$ cat src/rtl/xform_param_ctrl.sv
// xform_param_ctrl
// Holds the nine 3-D transform parameters and edits them from two push
// buttons, with press-and-hold auto-repeat.
// Parameter index order is Tx,Ty,Tz,Rx,Ry,Rz,Sx,Sy,Sz (0..8).
//
// Ports:
//   Clock              sole clock, rising edge
//   resetn             synchronous reset, active HIGH despite the name
//   sel[3:0]           target parameter 0..8; 9..15 are ignored
//   switchUp           increment button (level, already synchronised)
//   switchDown         decrement button (level, already synchronised)
//   Tx..Sz[size:0]     registered parameter values
//   TxChanging..SzChanging  registered edit-activity flags, at most one high
module xform_param_ctrl #(
  parameter int size         = 9,
  parameter int REPEAT_DELAY = 12_500_000,
  parameter int REPEAT_RATE  = 2_500_000,
  parameter int HOLD         = 25_000_000,
  parameter int SCALE_ONE    = 100,
  parameter int T_MAX        = 1000
) (
  input  logic            Clock,
  input  logic            resetn,
  input  logic [3:0]      sel,
  input  logic            switchUp,
  input  logic            switchDown,
  output logic [size:0]   Tx,
  output logic [size:0]   Ty,
  output logic [size:0]   Tz,
  output logic [size:0]   Rx,
  output logic [size:0]   Ry,
  output logic [size:0]   Rz,
  output logic [size:0]   Sx,
  output logic [size:0]   Sy,
  output logic [size:0]   Sz,
  output logic            TxChanging,
  output logic            TyChanging,
  output logic            TzChanging,
  output logic            RxChanging,
  output logic            RyChanging,
  output logic            RzChanging,
  output logic            SxChanging,
  output logic            SyChanging,
  output logic            SzChanging
);

  localparam int W = size + 1;
  localparam logic [size:0] T_TOP   = W'(T_MAX);
  localparam logic [size:0] R_TOP   = W'(359);
  localparam logic [size:0] S_TOP   = '1;
  localparam logic [size:0] S_RESET = W'(SCALE_ONE);

  localparam logic [1:0] IDLE   = 2'd0;
  localparam logic [1:0] DELAY  = 2'd1;
  localparam logic [1:0] REPEAT = 2'd2;

  logic [1:0]    state, state_n;
  logic [3:0]    tgt, tgt_n;
  logic [31:0]   cnt, cnt_n;
  logic [31:0]   hold_cnt, hold_n;
  logic          do_step;
  logic [size:0] step_val;
  logic [8:0]    flags, flags_n;
  logic [size:0] prm [0:8];
  logic          dir_valid;

  // Both buttons together count as released.
  assign dir_valid = switchUp ^ switchDown;

  // One step of the target's arithmetic: translate saturates to 0..T_MAX,
  // rotate wraps modulo 360, scale saturates to 1..all-ones.
  function automatic logic [size:0] step_fn(input logic [3:0] idx,
                                            input logic [size:0] v,
                                            input logic up);
    logic [size:0] r;
    r = v;
    if (idx < 4'd3) begin
      if (up) r = (v >= T_TOP) ? T_TOP : v + 1'b1;
      else    r = (v == '0) ? '0 : v - 1'b1;
    end else if (idx < 4'd6) begin
      if (up) r = (v >= R_TOP) ? '0 : v + 1'b1;
      else    r = (v == '0) ? R_TOP : v - 1'b1;
    end else begin
      if (up) r = (v == S_TOP) ? S_TOP : v + 1'b1;
      else    r = (v <= W'(1)) ? W'(1) : v - 1'b1;
    end
    return r;
  endfunction

  // NOTE: every signal assigned here gets a default first, so no path leaves
  // one unassigned and no latch is inferred.
  always_comb begin
    state_n = state;
    tgt_n   = tgt;
    cnt_n   = cnt;
    hold_n  = hold_cnt;
    do_step = 1'b0;
    case (state)
      IDLE: begin
        if (hold_cnt != 32'd0) hold_n = hold_cnt - 32'd1;
        if (dir_valid && sel <= 4'd8) begin
          tgt_n   = sel;
          do_step = 1'b1;
          cnt_n   = 32'd0;
          state_n = DELAY;
        end
      end
      DELAY: begin
        if (!dir_valid) begin
          state_n = IDLE;
          hold_n  = 32'(HOLD);
        end else if (cnt == 32'(REPEAT_DELAY - 1)) begin
          do_step = 1'b1;
          cnt_n   = 32'd0;
          state_n = REPEAT;
        end else begin
          cnt_n = cnt + 32'd1;
        end
      end
      REPEAT: begin
        if (!dir_valid) begin
          state_n = IDLE;
          hold_n  = 32'(HOLD);
        end else if (cnt == 32'(REPEAT_RATE - 1)) begin
          do_step = 1'b1;
          cnt_n   = 32'd0;
        end else begin
          cnt_n = cnt + 32'd1;
        end
      end
      default: state_n = IDLE;
    endcase

    // Direction is sampled at the step itself, so a reversal while held
    // takes effect on the next scheduled step without restarting timing.
    step_val = step_fn(tgt_n, prm[tgt_n], switchUp);

    // Flag follows the (possibly new) target, so a press on another
    // parameter drops the previous flag on the same edge.
    flags_n = '0;
    if (state_n != IDLE || hold_n != 32'd0) flags_n[tgt_n] = 1'b1;
  end

  // NOTE: state is updated with non-blocking assignments so every register
  // samples the pre-edge values computed above.
  always_ff @(posedge Clock) begin
    if (resetn) begin
      state    <= IDLE;
      tgt      <= 4'd0;
      cnt      <= 32'd0;
      hold_cnt <= 32'd0;
      flags    <= '0;
      // NOTE: the parameter array is reset element by element because each
      // entry must come out of reset with a defined value (T/R zero, S unity).
      for (int i = 0; i < 9; i++) prm[i] <= (i >= 6) ? S_RESET : '0;
    end else begin
      state    <= state_n;
      tgt      <= tgt_n;
      cnt      <= cnt_n;
      hold_cnt <= hold_n;
      flags    <= flags_n;
      if (do_step) prm[tgt_n] <= step_val;
    end
  end

  assign Tx = prm[0];
  assign Ty = prm[1];
  assign Tz = prm[2];
  assign Rx = prm[3];
  assign Ry = prm[4];
  assign Rz = prm[5];
  assign Sx = prm[6];
  assign Sy = prm[7];
  assign Sz = prm[8];

  assign TxChanging = flags[0];
  assign TyChanging = flags[1];
  assign TzChanging = flags[2];
  assign RxChanging = flags[3];
  assign RyChanging = flags[4];
  assign RzChanging = flags[5];
  assign SxChanging = flags[6];
  assign SyChanging = flags[7];
  assign SzChanging = flags[8];

endmodule

$ cat config.mk
export PLATFORM = sky130hd
export DESIGN_NAME = xform_param_ctrl
export DESIGN_NICKNAME = d
export VERILOG_FILES = /design/src/rtl/xform_param_ctrl.sv
export SDC_FILE = /design/constraint.sdc
export NUM_CORES = 1
export LEC_CHECK = 0
export CELL_PAD_IN_SITES_DETAIL_PLACEMENT = 1
export CELL_PAD_IN_SITES_GLOBAL_PLACEMENT = 2
export CORE_MARGIN = 3
export CORE_UTILIZATION = 34
export DETAILED_ROUTE_END_ITERATION = 8
export PLACE_DENSITY = 0.75
export SLEW_MARGIN = 20
export SYNTH_ARGS = -nofsm -noshare
export SYNTH_HDL_FRONTEND = slang
export SYNTH_SLANG_ARGS = --single-unit
$ cat constraint.sdc
create_clock -name Clock -period 4.9 [get_ports Clock]
set_input_delay 1.47 -clock Clock [delete_from_list [all_inputs] [get_ports Clock]]
set_output_delay 1.47 -clock Clock [all_outputs]
set_load 0.01 [all_outputs]
# Word level (Yosys, flattened, before mapping)
# Memory sizes are Yosys's and may differ from the RTL's.
# Cells that the tools add are included.
# word_totals
regBits,79
elab_cells,84
in_bits,8
ram_bits,90
memories,1
# memory_table
memory,depth,word_bits,read_ports,rd_clocked_by_memory_dff,write_ports,line_no,source
prm,9,10,10,0,9,64,logic [size:0] prm [0:8];
# op_classes
bitwise_logic,2
n_lt_le_gt_ge,8
addsub,4
reduce_logical,13
eq_ne,8
n_mux,43
# ops
op,count
32-bit 2-to-1 mux,7
10-bit 2-to-1 mux,12
32-bit one-hot mux with 3 select lines,1
32-bit one-hot mux with 2 select lines,1
32-bit nonzero test,2
32-bit by 1-bit adder with 32-bit output (second input constant),1
32-bit by 22-bit == test with 1-bit output (second input constant),1
32-bit by 24-bit == test with 1-bit output (second input constant),1
32-bit by 1-bit subtractor with 32-bit output (second input constant),1
1-bit 2-to-1 mux,12
4-bit 2-to-1 mux,3
10-bit by 1-bit adder with 10-bit output (second input constant),1
10-bit == test (second input constant),1
10-bit greater-or-equal comparator (second input constant),1
10-bit by 9-bit greater-or-equal comparator with 1-bit output (second input constant),1
10-bit by 1-bit <= comparator with 1-bit output (second input constant),1
10-bit zero test,1
10-bit OR reduction,1
10-bit by 1-bit subtractor with 10-bit output (second input constant),1
2-bit 2-to-1 mux,4
2-bit inequality test (second input constant),3
2-bit one-hot mux with 3 select lines,1
4-bit by 5-bit < comparator with 1-bit output (second input constant),1
1-bit demux with 4-bit select,1
other kinds (16),18

# Logic depth before layout (Yosys ltp)
# An unclocked memory read counts as a cell.
# depth
ltp_word,11
depth_mapped,17
depth_no_buf,15

# Worst setup path before layout
# No wires, ideal clock.
# synth_timing
path_type,input to register
from,input port sel[0]
to,memory prm[10][7] in the netlist's numbering (data pin)
cell_stages,15
n_path_buf,3
path_slack_ps,-304
arrival_time_ps,4910
path_cell_list,buf_2 > o31ai_1 > nand3_2 > buf_6 > buf_6 > mux2_2 > a31oi_1 > nor4_2 > ha_1 > inv_1 > a41o_1 > nor4_2 > nor4bb_1 > nor4_4 > inv_1
# synth_lines
element,line_no,source
from (decl),24,"input logic [3:0] sel,"
to (decl),64,

==> metrics.md <==
| Metric | Value |
|---|---|
| Status | `finished, final reports clean` |
| Num rows | `72` |
| Initial Utilization | `34.9%` |
| First-pass GRT wire length | `85200 um` |
| Worst Setup End Kind | `flop` |
| Clk sinks | `239` |
| Pwr dens | `436 nW/um2` |
| Synthesized net count | `1420` |
| Pwr Total | `8.23 mW` |
| Max VDD drop | `0.000279 V` |
| Max stage delay on crit path | `0.40 ns` |
| Commonest non-fill, non-tap cell in the layout | `buf_4` |
| Final setup violation count | `0` |
| Via count | `12709` |
| Most frequent cells in the layout | `buf_4 (237), edfxtp_1 (160), nand2_1 (157)` |
| Buffers added on ports | `106` |
| Placed insts | `2192` |
| Min-delay worst type | `reg -> reg` |
| Final antenna-violating net count | `0` |
| Switching share of power | `36.4%` |
| Req. time, crit path | `5.25 ns` |
| Final worst-path cycle share | `98.9%` |
| Area grow syn2layout | `38.2%` |
| Max FO, Critical Path | `8` |
| Wire length per cell | `25.0 um` |
| Dpl cell area | `17200 um2` |
| Share of cells above drive strength 1 | `27.9%` |
| Worst-skew pair later-pin latency | `0.58 ns` |
| Cells after Synth | `1403` |
| Post-synth EDFFs | `160` |
| Setup Crit Path Kind | `in -> reg` |
| Critical path startpoint category | `input pin` |
| Full die area | `42600 um2` |
| Library cells used by synthesis | `86` |
| Area of the mapped netlist | `13700 um2` |
| Ys Warns | `0` |
| CTS tree | `built` |
| Slew HR | `44.3%` |
| Post-synthesis sequential area ratio | `46.7%` |
| Gr ovfl total | `0` |
| Vias in the first global route | `13309` |
| Ys async rst share | `0%` |
| Worst path slowest cell | `or3_4` |
| GPL Wtd Cong | `0.965` |
| Num CTS Buffers | `30` |
| Dpl hpwl | `42700 um` |
| Leak pwr | `7.11 nW` |
| Hold path cells | `2` |
| Most common cell on crit path | `buf_4` |
| CP cell instances | `dlygate4sd2_1 -> o31ai_4 -> nand3_4 -> buf_4 -> buf_4 -> buf_4 -> mux2_2 -> a31oi_1 -> nor4_4 -> buf_6 -> buf_4 -> nand4_1 -> buf_4 -> or3_4 -> o211ai_1 -> a21oi_2 -> nor2_2` |
| Share of power burned in combinational logic | `39.9%` |
| Skew final | `0.00978 ns` |
| Max Buffers Root-to-Sink | `3` |
| Max-cap violations | `0` |
| Dpl ws | `-0.997 ns` |
| Clock network power share | `29.3%` |
| Root buffer cell | `clkbuf_16` |
| Post-layout minimum cycle time | `4.85 ns` |
| I/O pins | `107` |
| Fin util | `48.2%` |
| Setup ws final | `0.0535 ns` |
| Final instance area | `18900 um2` |
| Sequential Power Share | `30.8%` |
| Synth Register Bits | `239` |
| Die H | `206 um` |
| WL final | `56900 um` |
| Core ar. | `39200 um2` |
| H-tree Lvls | `1` |
| Initial DRC Count | `837` |
| DRC | `0` |
| Final hold vios | `0` |
| R2r worst-path depth | `19` |
| Switching Power | `3.00 mW` |
| RSZ-0062 raised after global routing | `yes` |
| Mean Syn Cell Area | `9.74 um2` |
| DR vias/cell | `5.60` |
| Initial antenna violation count | `0` |
| Antenna diodes | `0` |
| Die X-Extent | `206 um` |
| Worst slew pin tran | `0.828 ns` |
| Final Max Tran Viols | `0` |
| Clock-pin slew on the worst setup and hold paths | `0.06 ns` |
| Nets | `1745` |
| Fmax achieved | `0.206 GHz` |
| Total global-route track usage | `26.4%` |
| Largest net degree at the start of global routing | `60` |
| Finished Layout Cells | `2270` |
| Main synth FF type | `edfxtp_1` |
| Drt pass-1 iters | `5` |
| Arrival @ worst endpoint | `5.19 ns` |
| Internal power | `5.23 mW` |
flip-flops by register name (all words and copies together), names as in the netlist:
register and flops:
tgt 4, cnt 32, prm 160, state 2, flags 9, hold_cnt 32
cells in the mapped netlist, types with 7 or more instances:
cell type,instances,area (um2)
a31oi_1,26,163
o211ai_1,7,52.6
nand4_1,16,100
dfxtp_1,79,1580
nor2b_1,13,81.3
o21ai_1,9,45.0
or4_1,7,52.6
nand2_1,160,601
and2_1,10,62.6
xor2_1,24,210
a21oi_1,111,556
buf_2,20,100
a21o_1,8,60.1
edfxtp_1,160,4800
xnor2_1,10,87.6
and3_1,18,113
inv_1,22,82.6
o221a_2,7,78.8
o21ai_0,67,335
nand2b_1,17,106
nor4_1,21,131
clkbuf_1,60,225
nor2_1,143,537
or3_1,23,144
ha_1,9,113
nor3_1,33,165
o31ai_1,23,173
mux2_2,48,541
nand3_1,27,135
mux2i_1,87,871
or2_2,9,56.3
per-layer routing:
metal	up-vias	global-route usage, %	share of wire [%]
met2	283	47.0	50
met1	6447	33.0	42
met4	0	8.85	4.1
met3	101	3.07	3.8
met5	-	0	0
li1	5878	-	-
critical path: cells and delay by family:
kind | cells | cell delay, ns
muxes | 1 | 0.21
AOI/OAI and AO/OA | 4 | 0.79
and+or+nand+nor | 5 | 1.44
buffers and inverters | 7 | 1.26
logic make-up (layout without fill, tap and decap cells):
family | Yosys count | after routing | synth area share, %
AO/OA/AOI/OAI | 324 | 324 | 15.4
XOR/XNOR | 35 | 35 | 2.30
adder cells (fa/ha/maj) | 9 | 9 | 0.824
buffers and inverters | 115 | 464 | 3.67
flip-flops | 239 | 239 | 46.7
multiplexers | 137 | 137 | 10.5
AND/OR/NAND/NOR | 544 | 544 | 20.6
path summary, 6_finish.rpt:
check / startpoint / slack (ns) / to
setup / recovery: sel[2] / 0.05 / prm[15][8]
hold / removal: cnt[1] / 0.49 / cnt[1]
setup reg to reg: state[1] / 0.38 / prm[3][0]
hold reg to reg: cnt[1] / 0.49 / cnt[1]
cell type report:
cell class | instances | area (um2)
clock buffer | 36 | 795
clock inverter | 20 | 267
fill | 4359 | 20300
inverter | 22 | 82.6
multi-input combinational | 1049 | 7160
sequential | 239 | 6390
tap | 518 | 648
timing repair buffer | 386 | 3540
per-stage QoR:
stage | setup TNS [ns] | hold slack [ns]
2_1_floorplan | 0 | 0.458
3_3_place_gp | -117.02 | 0.474
3_5_place_dp | -125.41 | 0.483
4_1_cts | 0 | 0.493
5_1_grt | -0.398 | 0.523
6_report | 0 | 0.493
power groups by stage:
stage               clock network, mW  registers, mW  logic (mW)
global route                     2.54           2.56        3.53
floorplan                           0           2.52        1.80
finish                           2.41           2.53        3.28
global placement                    0           2.56        3.02
CTS                              2.46           2.53        3.17
detailed placement                  0           2.57        3.07
repair_timing:
item | in CTS | in global routing
cloned | 1 | 2
setup buffers | 11 | 8
gates resized for setup | 42 | 52
hold buffers | 0 | 0
setup endpoints to repair | 160 | 160
pin swaps | 11 | 21
Note: power is estimated with default switching activity, not from simulation.
